===== config.mk =====
export PLATFORM = sky130hd
export DESIGN_NAME = matrix_frame_sequencer
export DESIGN_NICKNAME = d
export VERILOG_FILES = /design/src/rtl/matrix_frame_sequencer.sv
export SDC_FILE = /design/constraint.sdc
export NUM_CORES = 1
export LEC_CHECK = 0
export BUFFER_PORTS_ARGS = -buffer_cell sky130_fd_sc_hd__buf_2
export CORE_MARGIN = 2
export CORE_UTILIZATION = 58
export DETAILED_ROUTE_END_ITERATION = 6
export GPL_TIMING_DRIVEN = 0
export PLACE_DENSITY = 0.81
export SETUP_SLACK_MARGIN = 0.1
export SYNTH_ARGS = -nofsm -noshare
export SYNTH_HDL_FRONTEND = slang
export SYNTH_SLANG_ARGS = --single-unit

===== constraint.sdc =====
create_clock -name clk -period 3.05 [get_ports clk]
set_input_delay 0.915 -clock clk [delete_from_list [all_inputs] [get_ports clk]]
set_output_delay 0.915 -clock clk [all_outputs]
set_load 0.005 [all_outputs]

===== src/rtl/matrix_frame_sequencer.sv =====
// matrix_frame_sequencer: autonomous frame driver for an LED matrix chain.
// Walks every column through a 74HC595-style select chain, then streams
// WORDS_PER_COLUMN words per lane on CHANNEL_NUMBER parallel MOSI lanes with
// a divided SPI clock. Column drivers are blanked while the select chain moves.
module matrix_frame_sequencer #(
  parameter int CHANNEL_NUMBER   = 3,
  parameter int SPI_SIZE         = 8,
  parameter int MSB_FIRST        = 1,
  parameter int COLUMN_COUNT     = 16,
  parameter int WORDS_PER_COLUMN = 24,
  parameter int CLK_DIV          = 2,
  localparam int COL_W = (COLUMN_COUNT > 1) ? $clog2(COLUMN_COUNT) : 1
) (
  input  logic                               clk,
  input  logic                               rst,
  input  logic                               frame_start,
  input  logic                               extra_bit,
  input  logic [CHANNEL_NUMBER*SPI_SIZE-1:0] data_in,
  input  logic                               data_valid,
  output logic                               data_ready,
  output logic                               busy,
  output logic [COL_W-1:0]                   column_idx,
  output logic                               frame_done,
  output logic                               spi_clk,
  output logic [CHANNEL_NUMBER-1:0]          spi_mosi,
  output logic                               ser_clk,
  output logic                               ser_data,
  output logic                               ser_stcp,
  output logic                               ser_n_enable
);

  localparam int WORD_W = $clog2(WORDS_PER_COLUMN + 1);
  localparam int BIT_W  = $clog2(SPI_SIZE + 1);
  localparam int DIV_W  = $clog2(CLK_DIV + 1);

  typedef enum logic [2:0] {
    ST_IDLE       = 3'd0,
    ST_COL_SHIFT0 = 3'd1,
    ST_COL_SHIFT1 = 3'd2,
    ST_COL_LATCH  = 3'd3,
    ST_LOAD       = 3'd4,
    ST_BIT_LO     = 3'd5,
    ST_BIT_HI     = 3'd6,
    ST_COL_END    = 3'd7
  } state_t;

  state_t                                    state_q, state_d;
  logic                                      phase_q, phase_d;
  logic [COL_W-1:0]                          col_q, col_d;
  logic [WORD_W-1:0]                         word_q, word_d;
  logic [WORD_W-1:0]                         word_inc_s;
  logic [BIT_W-1:0]                          bit_q, bit_d;
  logic [DIV_W-1:0]                          div_q, div_d;
  logic [CHANNEL_NUMBER-1:0][SPI_SIZE-1:0]   shreg_q, shreg_d;

  logic                                      busy_q, busy_d;
  logic                                      ready_q, ready_d;
  logic                                      done_q, done_d;
  logic                                      sclk_q, sclk_d;
  logic [CHANNEL_NUMBER-1:0]                 mosi_q, mosi_d;
  logic                                      ser_clk_q, ser_clk_d;
  logic                                      ser_data_q, ser_data_d;
  logic                                      stcp_q, stcp_d;
  logic                                      nen_q, nen_d;

  // Bit that is on the wire for a lane, given the remaining shift contents.
  function automatic logic lead_bit(input logic [SPI_SIZE-1:0] w);
    if (MSB_FIRST != 0) lead_bit = w[SPI_SIZE-1];
    else                lead_bit = w[0];
  endfunction

  // Advance a lane word so the next bit becomes the lead bit.
  function automatic logic [SPI_SIZE-1:0] shift_word(input logic [SPI_SIZE-1:0] w);
    if (MSB_FIRST != 0) shift_word = w << 1;
    else                shift_word = w >> 1;
  endfunction

  assign word_inc_s = word_q + WORD_W'(1);

  // Next-state and counter logic of the frame walker.
  always_comb begin
    state_d = state_q;
    phase_d = phase_q;
    col_d   = col_q;
    word_d  = word_q;
    bit_d   = bit_q;
    div_d   = div_q;
    shreg_d = shreg_q;
    case (state_q)
      ST_IDLE: begin
        if (frame_start) begin
          state_d = ST_COL_SHIFT0;
          col_d   = {COL_W{1'b0}};
          phase_d = 1'b0;
        end else begin
          state_d = ST_IDLE;
        end
      end
      ST_COL_SHIFT0, ST_COL_SHIFT1: begin
        // Each shifted bit takes a low and a high ser_clk cycle.
        if (phase_q == 1'b0) begin
          phase_d = 1'b1;
        end else begin
          phase_d = 1'b0;
          state_d = (state_q == ST_COL_SHIFT0) ? ST_COL_SHIFT1 : ST_COL_LATCH;
        end
      end
      ST_COL_LATCH: begin
        state_d = ST_LOAD;
        word_d  = {WORD_W{1'b0}};
      end
      ST_LOAD: begin
        if (data_valid) begin
          shreg_d = data_in;
          bit_d   = {BIT_W{1'b0}};
          div_d   = {DIV_W{1'b0}};
          state_d = ST_BIT_LO;
        end else begin
          state_d = ST_LOAD;
        end
      end
      ST_BIT_LO: begin
        if (div_q == DIV_W'(CLK_DIV - 1)) begin
          div_d   = {DIV_W{1'b0}};
          state_d = ST_BIT_HI;
        end else begin
          div_d   = div_q + DIV_W'(1);
        end
      end
      ST_BIT_HI: begin
        if (div_q == DIV_W'(CLK_DIV - 1)) begin
          div_d = {DIV_W{1'b0}};
          if (bit_q == BIT_W'(SPI_SIZE - 1)) begin
            word_d  = word_inc_s;
            state_d = (word_inc_s == WORD_W'(WORDS_PER_COLUMN)) ? ST_COL_END : ST_LOAD;
          end else begin
            bit_d   = bit_q + BIT_W'(1);
            state_d = ST_BIT_LO;
            for (int k = 0; k < CHANNEL_NUMBER; k++) begin
              shreg_d[k] = shift_word(shreg_q[k]);
            end
          end
        end else begin
          div_d = div_q + DIV_W'(1);
        end
      end
      ST_COL_END: begin
        if (col_q == COL_W'(COLUMN_COUNT - 1)) begin
          col_d   = {COL_W{1'b0}};
          state_d = ST_IDLE;
        end else begin
          col_d   = col_q + COL_W'(1);
          phase_d = 1'b0;
          state_d = ST_COL_SHIFT0;
        end
      end
      default: begin
        state_d = ST_IDLE;
      end
    endcase
  end

  // Output values for the coming cycle, decoded from the next state so pins are flop-driven.
  always_comb begin
    busy_d     = (state_d != ST_IDLE);
    ready_d    = (state_d == ST_LOAD);
    done_d     = (state_d == ST_COL_END) && (col_d == COL_W'(COLUMN_COUNT - 1));
    sclk_d     = (state_d == ST_BIT_HI);
    stcp_d     = (state_d == ST_COL_LATCH);
    ser_clk_d  = ((state_d == ST_COL_SHIFT0) || (state_d == ST_COL_SHIFT1)) && phase_d;
    mosi_d     = {CHANNEL_NUMBER{1'b0}};
    ser_data_d = 1'b0;
    nen_d      = nen_q;
    if ((state_d == ST_BIT_LO) || (state_d == ST_BIT_HI)) begin
      for (int k = 0; k < CHANNEL_NUMBER; k++) begin
        mosi_d[k] = lead_bit(shreg_d[k]);
      end
    end else begin
      mosi_d = {CHANNEL_NUMBER{1'b0}};
    end
    if (state_d == ST_COL_SHIFT0) begin
      ser_data_d = (col_d == {COL_W{1'b0}});
    end else if (state_d == ST_COL_SHIFT1) begin
      // extra_bit is sampled on entry and held through the ser_clk high half.
      ser_data_d = phase_d ? ser_data_q : extra_bit;
    end else begin
      ser_data_d = 1'b0;
    end
    // Blank while the column chain moves; IDLE keeps whatever the last frame left.
    if ((state_d == ST_COL_SHIFT0) || (state_d == ST_COL_SHIFT1) || (state_d == ST_COL_LATCH)) begin
      nen_d = 1'b1;
    end else if (state_d == ST_IDLE) begin
      nen_d = nen_q;
    end else begin
      nen_d = 1'b0;
    end
  end

  // State, counters, shift registers and registered outputs.
  always_ff @(posedge clk or negedge rst) begin
    if (!rst) begin
      state_q    <= ST_IDLE;
      phase_q    <= 1'b0;
      col_q      <= {COL_W{1'b0}};
      word_q     <= {WORD_W{1'b0}};
      bit_q      <= {BIT_W{1'b0}};
      div_q      <= {DIV_W{1'b0}};
      shreg_q    <= '0;
      busy_q     <= 1'b0;
      ready_q    <= 1'b0;
      done_q     <= 1'b0;
      sclk_q     <= 1'b0;
      mosi_q     <= {CHANNEL_NUMBER{1'b0}};
      ser_clk_q  <= 1'b0;
      ser_data_q <= 1'b0;
      stcp_q     <= 1'b0;
      nen_q      <= 1'b1;
    end else begin
      state_q    <= state_d;
      phase_q    <= phase_d;
      col_q      <= col_d;
      word_q     <= word_d;
      bit_q      <= bit_d;
      div_q      <= div_d;
      shreg_q    <= shreg_d;
      busy_q     <= busy_d;
      ready_q    <= ready_d;
      done_q     <= done_d;
      sclk_q     <= sclk_d;
      mosi_q     <= mosi_d;
      ser_clk_q  <= ser_clk_d;
      ser_data_q <= ser_data_d;
      stcp_q     <= stcp_d;
      nen_q      <= nen_d;
    end
  end

  assign data_ready   = ready_q;
  assign busy         = busy_q;
  assign column_idx   = col_q;
  assign frame_done   = done_q;
  assign spi_clk      = sclk_q;
  assign spi_mosi     = mosi_q;
  assign ser_clk      = ser_clk_q;
  assign ser_data     = ser_data_q;
  assign ser_stcp     = stcp_q;
  assign ser_n_enable = nen_q;

endmodule


Word level (Yosys, flattened, before mapping) --
Index checks and enable logic that the tools add are counted.
Cells by class: div/mod/pow operators 0, shift operators 0, muxes and demuxes 37, reductions and logical operators 17, $mul 0, equal/unequal tests 25, add/sub/neg operators 4, bitwise gates (word level) 0, $lt $le $gt $ge 0
Operator list (number):
- $mux W24 | 3
- $pmux W24 S2 | 1
- $eq A3 B3 Y1 const B | 8
- $pmux W3 S7 | 1
- $mux W4 | 5
- $pmux W4 S2 | 2
- $eq A3 B2 Y1 const B | 4
- $mux W1 | 12
- $mux W3 | 4
- $mux W5 | 2
- $ne A2 B2 Y1 const B | 5
- $pmux W5 S2 | 1
- $add A4 B1 Y4 const B | 2
- $eq A4 B4 Y1 const B | 2
- $mux W2 | 4
- $eq A3 B1 Y1 const B | 2
- $logic_not A3 Y1 | 2
- $reduce_bool A2 Y1 | 3
- $add A5 B1 Y5 const B | 1
- $eq A5 B5 Y1 const B | 1
- $eq A4 B3 Y1 const B | 1
- $logic_not A4 Y1 | 1
- $pmux W2 S2 | 1
- $reduce_and A4 Y1 | 1
- 10 further kinds | 14
Storage, ports and cells: input bits 29, bits in read-only memories 0, flip-flop bits (word level) 54, latch bits 0, memories 0, bits in writable memories 0

Depth between registers and ports, before layout --
depth after elaboration 10, mapped depth 8, depth with buffers taken out 7

Least setup slack after synthesis --
Ideal clock, no wire load.
kind input port to flip-flop, start point input port data_valid, end point register shreg_q[18] (netlist bit), setup slack 0.946 ns, arrival time 1.977 ns, setup time 0.127 ns, buffers on the path 2, stages 7, required time 2.923 ns, cell sequence nor2b_1 -> a31oi_1 -> or2_1 -> buf_2 -> buf_6 -> a222oi_1 -> inv_1
Between the ends: word-level cells in the longest chain between the ends 2
Ends and longest elaborated chain:
- from (decl) | RTL line 19 | input logic data_valid,
- $ne A2 B2 Y1 (no source line)
- $reduce_and A4 Y1 (no source line)
- to (signal assigned) | RTL line 225 | shreg_q <= shreg_d;
- to (decl) | RTL line 54 | logic [CHANNEL_NUMBER-1:0][SPI_SIZE-1:0] shreg_q, shreg_d;
Every way passes these cells. A chain may end at the register's enable or synchronous reset.

Final worst setup path --
Ends and elaborated chain as after synthesis.

==> results.cfg <==
[outcome]
status = completed

[placement]
gpl.final_weighted_congestion = 0.913
pre_cts_ws_ps = 684
post-dp-hpwl_mm = 3.72
port_buffers = 43

[synthesis]
synth_top_cell_by_area = dfrtp_1
synth_sequential_area_ratio_pct = 51.9
post_synth_most_frequent_cells = dfrtp_1 (53), inv_1 (25), a222oi_1 (18)
yosysWarnings = 0
leading_cell_types_by_total_area_after_synthesis = dfrtp_1 (51%), a222oi_1 (6.9%), inv_1 (3.6%)
synth.cell_area_sq_mm = 0.00261
netlist-cell-type-count = 53
synthFlopType = dfrtp_1
syn-num-nets = 274
synth.most_common_cell = dfrtp_1
netlist_instances = 242
yosys.area.top_type_share_pct = 50.9
syn_area_per_cell_sq_um = 10.8
yosys_register_bits = 54
synth-edff-count = 0
synthArstFlopShare_pct = 100

[critical_path]
timing.critical_path.from_type = primary input
cp_slowest_stage_delay_ps = 330
timing.setup.critical_path_class = primary input to flop
critical_path_peak_fanout = 10
timing.reg2reg.setup_slack_ps = 1010
critical_path.cell_chain = buf_2 > nor2b_1 > a31oi_1 > or2_1 > buf_2 > buf_6 > a222oi_1 > inv_1
worst_path_max_delay_cell = a222oi_1
critical_path.endpoint_type = flop
critical-path-top-cell-by-count = buf_2
worst_ep_required_ps = 3240
arrival_time_of_the_worst_setup_path_ps = 2250

[layout]
synthToLayoutAreaGrowth_pct = 14.8
num_antenna_cells = 0
ff_latch_area_sq_mm = 0.00135
final_net_count = 325
multiInputGateArea_sq_mm = 0.00107
final_layout_size_suffix_gt1_share_pct = 25.5
n_fill_cell = 330

[clock_network]
post_cts_resize_count = 0
cts_root_buffer = clkbuf_8
hold_buffers = 0
cts_max_path_buffers = 2
cts_htree_levels = 2
cts_setup_buffers = 0
cts.sink_count = 54
worst_setup_hold_path_clk_slew_ps = 90
tritoncts.num_buffers = 5
tritoncts_clock_tree = built
insertion_delay_of_the_later_clocked_pin_in_the_worst_skew_pair_ps = 300

[sta]
fin_crit_ps = 2070
timing.max_slew.rel_slack_pct = 60.9
finalWorstSetupSlack_ps = 983
fin_tns_setup_ps = 0
clock-skew-final_ps = 5.30
setup_repair_after_global_routing_missed_its_margin = no
hold_viol_final = 0
fin_crit_sh_pct = 67.8
final-setup-viol-count = 0
maxClockFrequency_mhz = 484
fin_hold_ws_ps = 478
tightestPinTransition_ps = 582
finalMaxSlewViolations = 0

[global_route]
number_of_antenna_violations_at_the_first_check_in_global_routing = 0
first_global_vias = 2022
maximum_number_of_pins_on_one_net_before_global_route_repair = 55
grt.total_usage_pct = 22.9
globalRouteOverflowTotal = 0
wire_length_of_the_first_global_routing_pass_mm = 9.15

[drt]
drtIter0Drc = 210
route.antenna.remaining_nets = 0
firstDrtPassIters = 5
route.detailed.vias_per_inst = 6.06
wl_per_cell_um = 15.4
route.detailed.drc = 0
drt-total-wl_mm = 5.34
num_vias = 2097

[floorplanning]
core_sq_mm = 0.00435
placement_rows = 24
start_util_pct = 59.9
fp.dieH_um = 71.1
io-pin-count = 44
design.die.area_sq_mm = 0.00505
die-width_um = 71.1

[pwr]
leakage_power_nw = 1.52
power.density_mw_per_mm2 = 892
max-vdd-ir-drop_mv = 0.464

[flow_run]
maxCapViolCount = 0

[min_path]
holdCritPathClass = flop to flop
==> through the flow <==
step           cells  util (%)  area, sq um  total power, mW
2_1_floorplan    242         -         2610             1.98
4_1_cts          345      68.3         2970             2.68
3_5_place_dp     337      66.3         2890             2.28
3_3_place_gp     337      66.3         2890             2.26
6_report         346      68.8         2990             2.67
5_1_grt          346      68.8         2990             2.88
==> report_power, final <==
part	switching, mW	internal (mW)	total, mW
sequential	0.137	0.964	1.10
combinational	0.655	0.526	1.18
clock	0.229	0.163	0.391
total	1.02	1.65	2.67
==> worst paths after layout <==
check,to,cells after the start,startpoint
worst min register to register,shreg_q[23],2,shreg_q[23]
max in group asynchronous,bit_q[3],2,rst
min in group asynchronous,ser_clk,1,rst
worst min-delay path,shreg_q[23],2,shreg_q[23]
worst max-delay path,shreg_q[18],8,data_valid
worst max register to register,shreg_q[18],8,bit_q[0]
==> sequential cells by signal, indices dropped and copies added (netlist names) <==
signal and flops:
phase_q 1, bit_q 4, spi_clk 1, ser_n_enable 1, ser_clk 1, spi_mosi 3, ser_data 1, shreg_q 24
data_ready 1, state_q 3, column_idx 4, div_q 2, frame_done 1, busy 1, ser_stcp 1, word_q 5
==> worst max-delay path: cells and delay by family <==
| family | cells | cell delay, ps |
|---|---|---|
| buffers and inverters | 4 | 530 |
| AOI/OAI and AO/OA | 2 | 390 |
| and+or+nand+nor | 2 | 410 |
==> metal layers <==
| layer | up-vias | wire length (um) | global-route usage, % |
|---|---|---|---|
| li1 | 1001 | - | - |
| met1 | 1027 | 2380 | 31.0 |
| met2 | 59 | 2610 | 36.9 |
| met3 | 10 | 266 | 5.56 |
| met4 | 0 | 87 | 7.34 |
| met5 | - | 0 | 0 |
==> cell usage in the layout (no fill, tap or decap), types with 2 or more instances in the layout <==
master    instances
buf_6             4
and3_1            4
or3b_1            2
a21oi_1           9
o21ai_0          16
nand3b_1          2
mux2i_1           2
mux2_2            2
clkbuf_1          4
a222oi_1         18
buf_2            50
a22o_1            5
a22oi_1           3
ha_1              3
or2_1             2
a21o_1            2
nand3_1          10
nor2b_1           4
inv_1            25
dfrtp_1          53
nand2b_1          5
nor2_1            8
clkbuf_8          5
nor3_1            3
nand2_1          14
a211oi_1          3
nand4_1           2
a31oi_1           4
xor2_1            2
==> cells by family (layout without fill, tap and decap cells) <==
group           count (synthesis)  after routing  synth area share (%)
simple gates                   67             67                  14.8
compound gates                 72             72                  21.9
mux                             4              4                  1.63
buf+inv                        39             91                  7.10
fa+ha+maj                       3              3                  1.44
flops                          54             54                  51.9
xor+xnor                        3              3                  1.30
==> area by class of cell <==
class,count,area share [%]
flip-flops and latches,54,45.2
multi-input cells,149,35.7
repair buffers,44,7.86
inverters,25,3.13
plain buffers,14,3.05
clock buffers,6,2.42
well taps,52,2.17
clock inverters,2,0.460
Power figures use the tool's default switching activity.
